File: config.mk
export PLATFORM = sky130hd
export DESIGN_NAME = pc_sequencer_flat
export DESIGN_NICKNAME = d
export VERILOG_FILES = /design/src/rtl/pc_seq_pkg.sv /design/src/rtl/pc_sequencer_if.sv /design/src/rtl/ret_stack.sv /design/src/rtl/pc_sequencer.sv /design/src/flat_wrapper.sv
export SDC_FILE = /design/constraint.sdc
export NUM_CORES = 1
export LEC_CHECK = 0
export ABC_CLOCK_PERIOD_IN_PS = 4300
export BUFFER_PORTS_ARGS = -buffer_cell sky130_fd_sc_hd__buf_2
export CAP_MARGIN = 40
export CORE_MARGIN = 5
export CORE_UTILIZATION = 25
export DETAILED_ROUTE_END_ITERATION = 12
export PLACE_DENSITY = 0.51
export RECOVER_POWER = 100
export SYNTH_ARGS = -nofsm -noshare
export SYNTH_HDL_FRONTEND = slang
export SYNTH_SLANG_ARGS = --single-unit
File: constraint.sdc
create_clock -name Clk -period 4.3 [get_ports Clk]
set_clock_uncertainty 0.1 [all_clocks]
set_input_delay 0 -clock Clk [delete_from_list [all_inputs] [get_ports Clk]]
set_output_delay 0 -clock Clk [all_outputs]
set_load 0.05 [all_outputs]
File: src/rtl/pc_seq_pkg.sv
`default_nettype none
// ============================================================================
// Module      : pc_seq_pkg
// Description : Shared state encodings, opcode constants and stack depth for
//               the PC sequencer.
// Revision    : 1.0 - initial release
// ============================================================================
package pc_seq_pkg;

    localparam int C_STACK_DEPTH = 4;

    // The low two bits are what the State port shows; HALT reads back as 00.
    typedef enum logic [2:0] {
        ST_FETCH     = 3'd0,
        ST_DECODE    = 3'd1,
        ST_EXECUTE   = 3'd2,
        ST_WRITEBACK = 3'd3,
        ST_HALT      = 3'd4
    } state_t;

    localparam logic [3:0] C_OP_JMP  = 4'hA;
    localparam logic [3:0] C_OP_JC   = 4'hB;
    localparam logic [3:0] C_OP_CALL = 4'hC;
    localparam logic [3:0] C_OP_RET  = 4'hD;
    localparam logic [3:0] C_OP_HLT  = 4'hF;

    function automatic logic is_alu(input logic [3:0] op);
        return (op >= 4'h1) && (op <= 4'h7);
    endfunction

    function automatic logic is_nop(input logic [3:0] op);
        return !is_alu(op) && (op != C_OP_JMP) && (op != C_OP_JC) &&
               (op != C_OP_CALL) && (op != C_OP_RET) && (op != C_OP_HLT);
    endfunction

endpackage
`default_nettype wire

File: src/rtl/pc_sequencer_if.sv
`default_nettype none
// ============================================================================
// Module      : pc_sequencer_if
// Description : Instruction/datapath side signals of the PC sequencer.
// Revision    : 1.0 - initial release
// ============================================================================
interface pc_sequencer_if;
    logic [3:0] Opcode;
    logic       Cond_Met;
    logic [7:0] PC;
    logic       Ld_IR;
    logic       Incrmnt_PC;
    logic       Ld_Brnch_Addr;
    logic       Ld_Rtn_Addr;
    logic [7:0] Return_Addr;
    logic       Reg_Wr_En;
    logic       Halted;
    logic       Stk_Err;
    logic [1:0] State;

    modport master (
        input  Opcode, Cond_Met, PC,
        output Ld_IR, Incrmnt_PC, Ld_Brnch_Addr, Ld_Rtn_Addr, Return_Addr,
               Reg_Wr_En, Halted, Stk_Err, State
    );

    modport slave (
        output Opcode, Cond_Met, PC,
        input  Ld_IR, Incrmnt_PC, Ld_Brnch_Addr, Ld_Rtn_Addr, Return_Addr,
               Reg_Wr_En, Halted, Stk_Err, State
    );
endinterface
`default_nettype wire

File: src/rtl/ret_stack.sv
`default_nettype none
// ============================================================================
// Module      : ret_stack
// Description : Circular return-address stack; a push when full overwrites
//               the oldest entry, dout shows the current top entry.
// Revision    : 1.0 - initial release
// ============================================================================
module ret_stack
    import pc_seq_pkg::*;
#(
    parameter int DEPTH = C_STACK_DEPTH
)
(
    input  wire logic       clk,
    input  wire logic       rst,
    input  wire logic       push,
    input  wire logic       pop,
    input  wire logic [7:0] din,
    output logic [7:0]      dout,
    output logic            full,
    output logic            empty
);

    localparam int             AW     = $clog2(DEPTH);
    localparam logic [AW:0]    C_FULL = (AW+1)'(DEPTH);

    logic [7:0]    r_mem [DEPTH];
    logic [AW-1:0] r_sp;
    logic [AW:0]   r_cnt;
    logic [AW-1:0] w_top_idx;

    assign w_top_idx = r_sp - 1'b1;
    assign dout      = r_mem[w_top_idx];
    assign full      = (r_cnt == C_FULL);
    assign empty     = (r_cnt == '0);

    always_ff @(posedge clk or posedge rst) begin
        if (rst) begin
            r_sp  <= '0;
            r_cnt <= '0;
            for (int i = 0; i < DEPTH; i++) begin
                r_mem[i] <= 8'h00;
            end
        end else if (push) begin
            r_mem[r_sp] <= din;
            r_sp        <= r_sp + 1'b1;
            if (!full) begin
                r_cnt <= r_cnt + 1'b1;
            end
        end else if (pop && !empty) begin
            r_sp  <= w_top_idx;
            r_cnt <= r_cnt - 1'b1;
        end
    end

endmodule
`default_nettype wire

File: src/rtl/pc_sequencer.sv
`default_nettype none
// ============================================================================
// Module      : pc_sequencer
// Description : Four-phase fetch/decode/execute/writeback sequencer with a
//               return-address stack. Define STK_TRAP_EN to halt on stack
//               overflow/underflow instead of wrapping.
// Revision    : 1.0 - initial release
// ============================================================================
module pc_sequencer
    import pc_seq_pkg::*;
#(
    parameter int STACK_DEPTH = C_STACK_DEPTH
)
(
    input  wire logic       Clk,
    input  wire logic       Reset,
    pc_sequencer_if.master  bus
);

    state_t     r_state;
    state_t     w_next_state;

    logic [3:0] r_op;
    logic [7:0] r_ret;
    logic       r_incr;
    logic       r_brnch;
    logic       r_rtn;
    logic       r_wr;
    logic       r_halt_pend;

    logic       w_is_call;
    logic       w_is_ret;
    logic       w_is_jc;
    logic       w_fault;
    logic       w_push;
    logic       w_pop;
    logic [7:0] w_stk_dout;
    logic       w_stk_full;
    logic       w_stk_empty;

    assign w_is_call = (r_op == C_OP_CALL);
    assign w_is_ret  = (r_op == C_OP_RET);
    assign w_is_jc   = (r_op == C_OP_JC);

`ifdef STK_TRAP_EN
    logic r_err;

    assign w_fault     = (w_is_call && w_stk_full) || (w_is_ret && w_stk_empty);
    assign bus.Stk_Err = r_err;

    always_ff @(posedge Clk or posedge Reset) begin
        if (Reset) begin
            r_err <= 1'b0;
        end else if ((r_state == ST_EXECUTE) && w_fault) begin
            r_err <= 1'b1;
        end
    end
`else
    logic w_unused_full;

    assign w_unused_full = w_stk_full;
    assign w_fault       = 1'b0;
    assign bus.Stk_Err   = 1'b0;
`endif

    assign w_push = (r_state == ST_EXECUTE) && w_is_call && !w_fault;
    assign w_pop  = (r_state == ST_EXECUTE) && w_is_ret  && !w_fault;

    ret_stack #(
        .DEPTH (STACK_DEPTH)
    ) u_ret_stack (
        .clk   (Clk),
        .rst   (Reset),
        .push  (w_push),
        .pop   (w_pop),
        .din   (bus.PC + 8'd1),
        .dout  (w_stk_dout),
        .full  (w_stk_full),
        .empty (w_stk_empty)
    );

    always_ff @(posedge Clk or posedge Reset) begin
        if (Reset) begin
            r_state <= ST_FETCH;
        end else begin
            r_state <= w_next_state;
        end
    end

    always_comb begin
        w_next_state = r_state;
        case (r_state)
            ST_FETCH:     w_next_state = ST_DECODE;
            ST_DECODE:    w_next_state = ST_EXECUTE;
            ST_EXECUTE:   w_next_state = ST_WRITEBACK;
            ST_WRITEBACK: w_next_state = r_halt_pend ? ST_HALT : ST_FETCH;
            ST_HALT:      w_next_state = ST_HALT;
            default:      w_next_state = ST_FETCH;
        endcase
    end

    // Writeback strobes are resolved at the end of EXECUTE so every output is a flop.
    always_ff @(posedge Clk or posedge Reset) begin
        if (Reset) begin
            r_op        <= 4'h0;
            r_ret       <= 8'h00;
            r_incr      <= 1'b0;
            r_brnch     <= 1'b0;
            r_rtn       <= 1'b0;
            r_wr        <= 1'b0;
            r_halt_pend <= 1'b0;
        end else begin
            r_incr  <= 1'b0;
            r_brnch <= 1'b0;
            r_rtn   <= 1'b0;
            r_wr    <= 1'b0;
            if (r_state == ST_DECODE) begin
                r_op <= bus.Opcode;
            end
            if (r_state == ST_EXECUTE) begin
                r_incr      <= !w_fault && (is_alu(r_op) || is_nop(r_op) ||
                                            (w_is_jc && !bus.Cond_Met));
                r_brnch     <= !w_fault && ((r_op == C_OP_JMP) || w_is_call ||
                                            (w_is_jc && bus.Cond_Met));
                r_rtn       <= !w_fault && w_is_ret;
                r_wr        <= is_alu(r_op);
                r_halt_pend <= (r_op == C_OP_HLT) || w_fault;
            end
            if (w_pop) begin
                r_ret <= w_stk_empty ? 8'h00 : w_stk_dout;
            end
        end
    end

    assign bus.Ld_IR         = (r_state == ST_FETCH);
    assign bus.State         = r_state[1:0];
    assign bus.Halted        = (r_state == ST_HALT);
    assign bus.Incrmnt_PC    = r_incr;
    assign bus.Ld_Brnch_Addr = r_brnch;
    assign bus.Ld_Rtn_Addr   = r_rtn;
    assign bus.Reg_Wr_En     = r_wr;
    assign bus.Return_Addr   = r_ret;

endmodule
`default_nettype wire

File: src/flat_wrapper.sv
// flat-port wrapper written by rule: the top's interface ports become plain ports
module pc_sequencer_flat import pc_seq_pkg::*;
#(
    parameter int STACK_DEPTH = C_STACK_DEPTH
)
  (Clk, Reset, bus_Opcode, bus_Cond_Met, bus_PC, bus_Ld_IR, bus_Incrmnt_PC, bus_Ld_Brnch_Addr, bus_Ld_Rtn_Addr, bus_Return_Addr, bus_Reg_Wr_En, bus_Halted, bus_Stk_Err, bus_State);
  pc_sequencer_if bus_i ();
  input  wire logic Clk;
  input  wire logic Reset;
  input wire logic [$bits(bus_i.Opcode)-1:0] bus_Opcode;
  input wire logic [$bits(bus_i.Cond_Met)-1:0] bus_Cond_Met;
  input wire logic [$bits(bus_i.PC)-1:0] bus_PC;
  output wire logic [$bits(bus_i.Ld_IR)-1:0] bus_Ld_IR;
  output wire logic [$bits(bus_i.Incrmnt_PC)-1:0] bus_Incrmnt_PC;
  output wire logic [$bits(bus_i.Ld_Brnch_Addr)-1:0] bus_Ld_Brnch_Addr;
  output wire logic [$bits(bus_i.Ld_Rtn_Addr)-1:0] bus_Ld_Rtn_Addr;
  output wire logic [$bits(bus_i.Return_Addr)-1:0] bus_Return_Addr;
  output wire logic [$bits(bus_i.Reg_Wr_En)-1:0] bus_Reg_Wr_En;
  output wire logic [$bits(bus_i.Halted)-1:0] bus_Halted;
  output wire logic [$bits(bus_i.Stk_Err)-1:0] bus_Stk_Err;
  output wire logic [$bits(bus_i.State)-1:0] bus_State;
  assign bus_i.Opcode = bus_Opcode;
  assign bus_i.Cond_Met = bus_Cond_Met;
  assign bus_i.PC = bus_PC;
  assign bus_Ld_IR = bus_i.Ld_IR;
  assign bus_Incrmnt_PC = bus_i.Incrmnt_PC;
  assign bus_Ld_Brnch_Addr = bus_i.Ld_Brnch_Addr;
  assign bus_Ld_Rtn_Addr = bus_i.Ld_Rtn_Addr;
  assign bus_Return_Addr = bus_i.Return_Addr;
  assign bus_Reg_Wr_En = bus_i.Reg_Wr_En;
  assign bus_Halted = bus_i.Halted;
  assign bus_Stk_Err = bus_i.Stk_Err;
  assign bus_State = bus_i.State;
  pc_sequencer #(.STACK_DEPTH(STACK_DEPTH)) u_core (.Clk(Clk), .Reset(Reset), .bus(bus_i));
endmodule
==> results.py <==
metrics = {
    "synth": {
        "synth_simple_gate_area_share_pct": 12.42,
        "ys_top_cells_by_count": "dfrtp_1, mux2_2, nand2_1, o21ai_0, nor2_1",
        "async_reset_ff_share_pct": 100.0,
        "synth_cells": 209,
        "synth-xor-area-share_pct": 2.909,
        "muxShareOfSynthArea_pct": 17.87,
        "synth_seq_cells": 57,
        "synth_top_area_share_pct": 52.63,
        "netlist_area_sq_um": 2710,
        "yosysMostFrequentCell": "dfrtp_1",
        "synth_top_family_by_area": "multiplexers",
        "synthFlopType": "dfrtp_1",
        "synth_fa_ha_area_share_pct": 3.047,
        "synth_edf_count": 0,
        "synthDistinctLibCells": 37,
        "yosys.area.top_type": "dfrtp_1",
        "syn-num-nets": 230,
        "ys_warn_count": 0,
        "synth_compound_area_share_pct": 8.033,
        "yosys-top-cells-area": "dfrtp_1, mux2_2, mux4_2",
        "avgSynthCellArea_sq_um": 12.97,
        "seq_area_frac_synth_pct": 52.63,
    },
    "power": {
        "p_switching_mw": 0.8247,
        "power.density_nw_per_um2": 710.8,
        "p_leak_nw": 1.365,
        "pwr-share-seq_pct": 39.2,
        "netSwitchingFraction_pct": 35.99,
        "intPower_mw": 1.467,
        "power_mw": 2.292,
        "vdd_drop_max_mv": 0.2399,
        "pwr-share-clk_pct": 27.6,
        "p_comb_share_pct": 33.2,
    },
    "setup_path": {
        "cp_max_fo": 11,
        "end_kind": "register",
        "path_buf_inv": 1,
        "cpMaxStageDelayCell": "dfrtp_1",
        "critical_path.cell_chain": "inv_1 > ha_1 > mux4_2 > a22o_1",
        "worstSetupPathType": "reg -> reg",
        "max_stage_delay_ns": 0.75,
        "worstSetupStartpointType": "register",
        "r2r_setup_slack_ns": 1.94,
        "crit_family": "flip-flops",
        "worstPathRequired_ns": 4.42,
        "cp_data_arrival_time_ns": 2.48,
    },
    "run_status": {
        "outcome": "complete, no violations",
    },
    "job": {
        "drv_cap": 0,
    },
    "global_routing": {
        "grt_pass1_vias": 1842,
        "antenna_found_initial": 0,
        "track_usage_pct": 9.142,
        "grt_max_degree": 58,
        "gr-total-overflow": 0,
        "grt_pass1_wl_mm": 9.211,
    },
    "clocking": {
        "cts_resized": 0,
        "postCtsHoldBufs": 7,
        "clock_latency_ns": 0.33,
        "h-tree-depth": 3,
        "clk_pin_slew_worst_paths_ns": 0.07,
        "cts.path.max_buffers": 2,
        "cts.sinks": 57,
        "cts_root_buf": "clkbuf_8",
        "post_cts_buffers": 0,
        "cts_tree": "yes",
        "cts_buffers": 9,
    },
    "routing": {
        "wirelength_mm": 5.530,
        "wl_per_cell_um": 14.04,
        "vias_per_cell": 4.371,
        "route.detailed.drc": 0,
        "drt-initial-drc-count": 69,
        "dr_total_vias": 1722,
        "drt_pass1_iterations": 4,
        "postRouteAntennaNets": 0,
    },
    "timing": {
        "setup_viol": 0,
        "max_freq_mhz": 424.1,
        "slew_viol_final": 0,
        "tns_ns": 0,
        "min_period_ns": 2.358,
        "setup_slack_ns": 1.942,
        "hold_viol_final": 0,
        "fin_crit_sh_pct": 54.84,
        "worst_pin_slew_ns": 0.7225,
        "slew_headroom_pct": 51.83,
        "rsz0062_at_grt": "no",
    },
    "die": {
        "die_w_um": 114.1,
        "start_util_pct": 25.22,
        "io_pins": 32,
        "die_area_sq_um": 13020,
        "die-height_um": 114.1,
        "rows": 38,
        "core-area_sq_um": 10750,
    },
    "placed_design": {
        "place_hpwl_mm": 3.708,
        "dpl_worst_slack_ns": 1.869,
        "portBuffers": 30,
        "routabilityCongestion": 0.6834,
    },
    "cells_and_area": {
        "drive_above_1_share_pct": 26.38,
        "layout.nets": 270,
        "num_antenna_cells": 0,
        "syn_to_final_growth_pct": 18.97,
        "fin_util_pct": 30.01,
    },
    "worst_hold_path": {
        "hold_class": "in -> reg",
    },
}
[cell usage in the layout (no fill, tap or decap), drive strengths merged, types with 3 or more instances in the layout]
master / instances
nand2: 15
clkbuf: 28
bufinv: 3
inv: 6
ha: 5
nor2b: 3
nor3: 7
a21oi: 3
o21ai: 14
nor3b: 3
dfrtp: 57
xor2: 3
mux2: 27
xnor2: 6
buf: 15
nand3: 8
mux4: 8
a22o: 8
nor2: 12
dlygate4sd3: 7
[state kept, by name (all words and copies together) (netlist names), 2 cells and up]
name                      count
u_core.u_ret_stack.r_mem     32
u_core.bus.Return_Addr        8
u_core.r_op                   4
u_core.r_state                3
u_core.u_ret_stack.r_cnt      3
u_core.u_ret_stack.r_sp       2
[kinds of logic after synthesis]
logic type | after synthesis
AND/OR/NAND/NOR | 53
flip-flops | 57
XOR/XNOR | 9
AO/OA/AOI/OAI | 33
other | 1
multiplexers | 35
adder cells (fa/ha/maj) | 6
buffers and inverters | 15
[stage by stage]
| step | hold WS, ns | instances | cell area, sq um |
|---|---|---|---|
| finish | 0.003581 | 394 | 3224 |
| global route | 0.04263 | 394 | 3224 |
| CTS | 0.02381 | 394 | 3309 |
| detailed placement | 0.1317 | 371 | 2985 |
| global placement | 0.1273 | 371 | 2985 |
| floorplan | 0.009049 | 209 | 2710 |
[worst register-to-register path: cells and delay by family, from the launching register on]
kind,cells,cell delay [ns]
AO/OA/AOI/OAI,1,0.21
adder cells (fa/ha/maj),1,0.62
buffers and inverters,1,0.19
flip-flops,1,0.75
multiplexers,1,0.37
[metal layers]
layer  global-route usage, %  part of all wire (%)
met2                   15.42                    50
met1                   10.68                    44
met4                   4.830                   2.5
met5                       0                     0
met3                   2.326                   3.5
[final cells by class]
type / count / area, sq um
multi-input cells: 137 / 1139
clock inverters: 4 / 98.84
flip-flops and latches: 57 / 1426
repair buffers: 38 / 207.7
clock buffers: 12 / 155.1
well taps: 140 / 175.2
inverters: 6 / 22.52
fillers: 1140 / 7521
[power by group through the flow]
stage	registers, mW	clock network [mW]	logic, mW
after floorplan	0.953	0	0.616
after global placement	0.908	0	0.803
after detailed placement	0.910	0	0.813
after CTS	0.901	0.647	0.819
after global routing	0.927	0.670	0.834
final	0.897	0.633	0.762
[worst paths after layout]
check                                                                 to  cells after the start                               startpoint
max in group asynchronous       u_core.u_ret_stack.r_mem[27]$_DFFE_PP0P_                      4                                    Reset
worst max register to register     u_core.bus.Return_Addr[4]$_DFFE_PP0P_                      4   u_core.u_ret_stack.r_sp[0]$_DFFE_PP0P_
worst min-delay path            u_core.u_ret_stack.r_mem[30]$_DFFE_PP0P_                      3                                bus_PC[6]
worst max-delay path               u_core.bus.Return_Addr[4]$_DFFE_PP0P_                      4   u_core.u_ret_stack.r_sp[0]$_DFFE_PP0P_
min in group asynchronous             u_core.bus.Ld_Brnch_Addr$_DFF_PP0_                      4                                    Reset
worst min register to register   u_core.u_ret_stack.r_mem[6]$_DFFE_PP0P_                      2  u_core.u_ret_stack.r_mem[6]$_DFFE_PP0P_
Power figures use the tool's default switching activity.
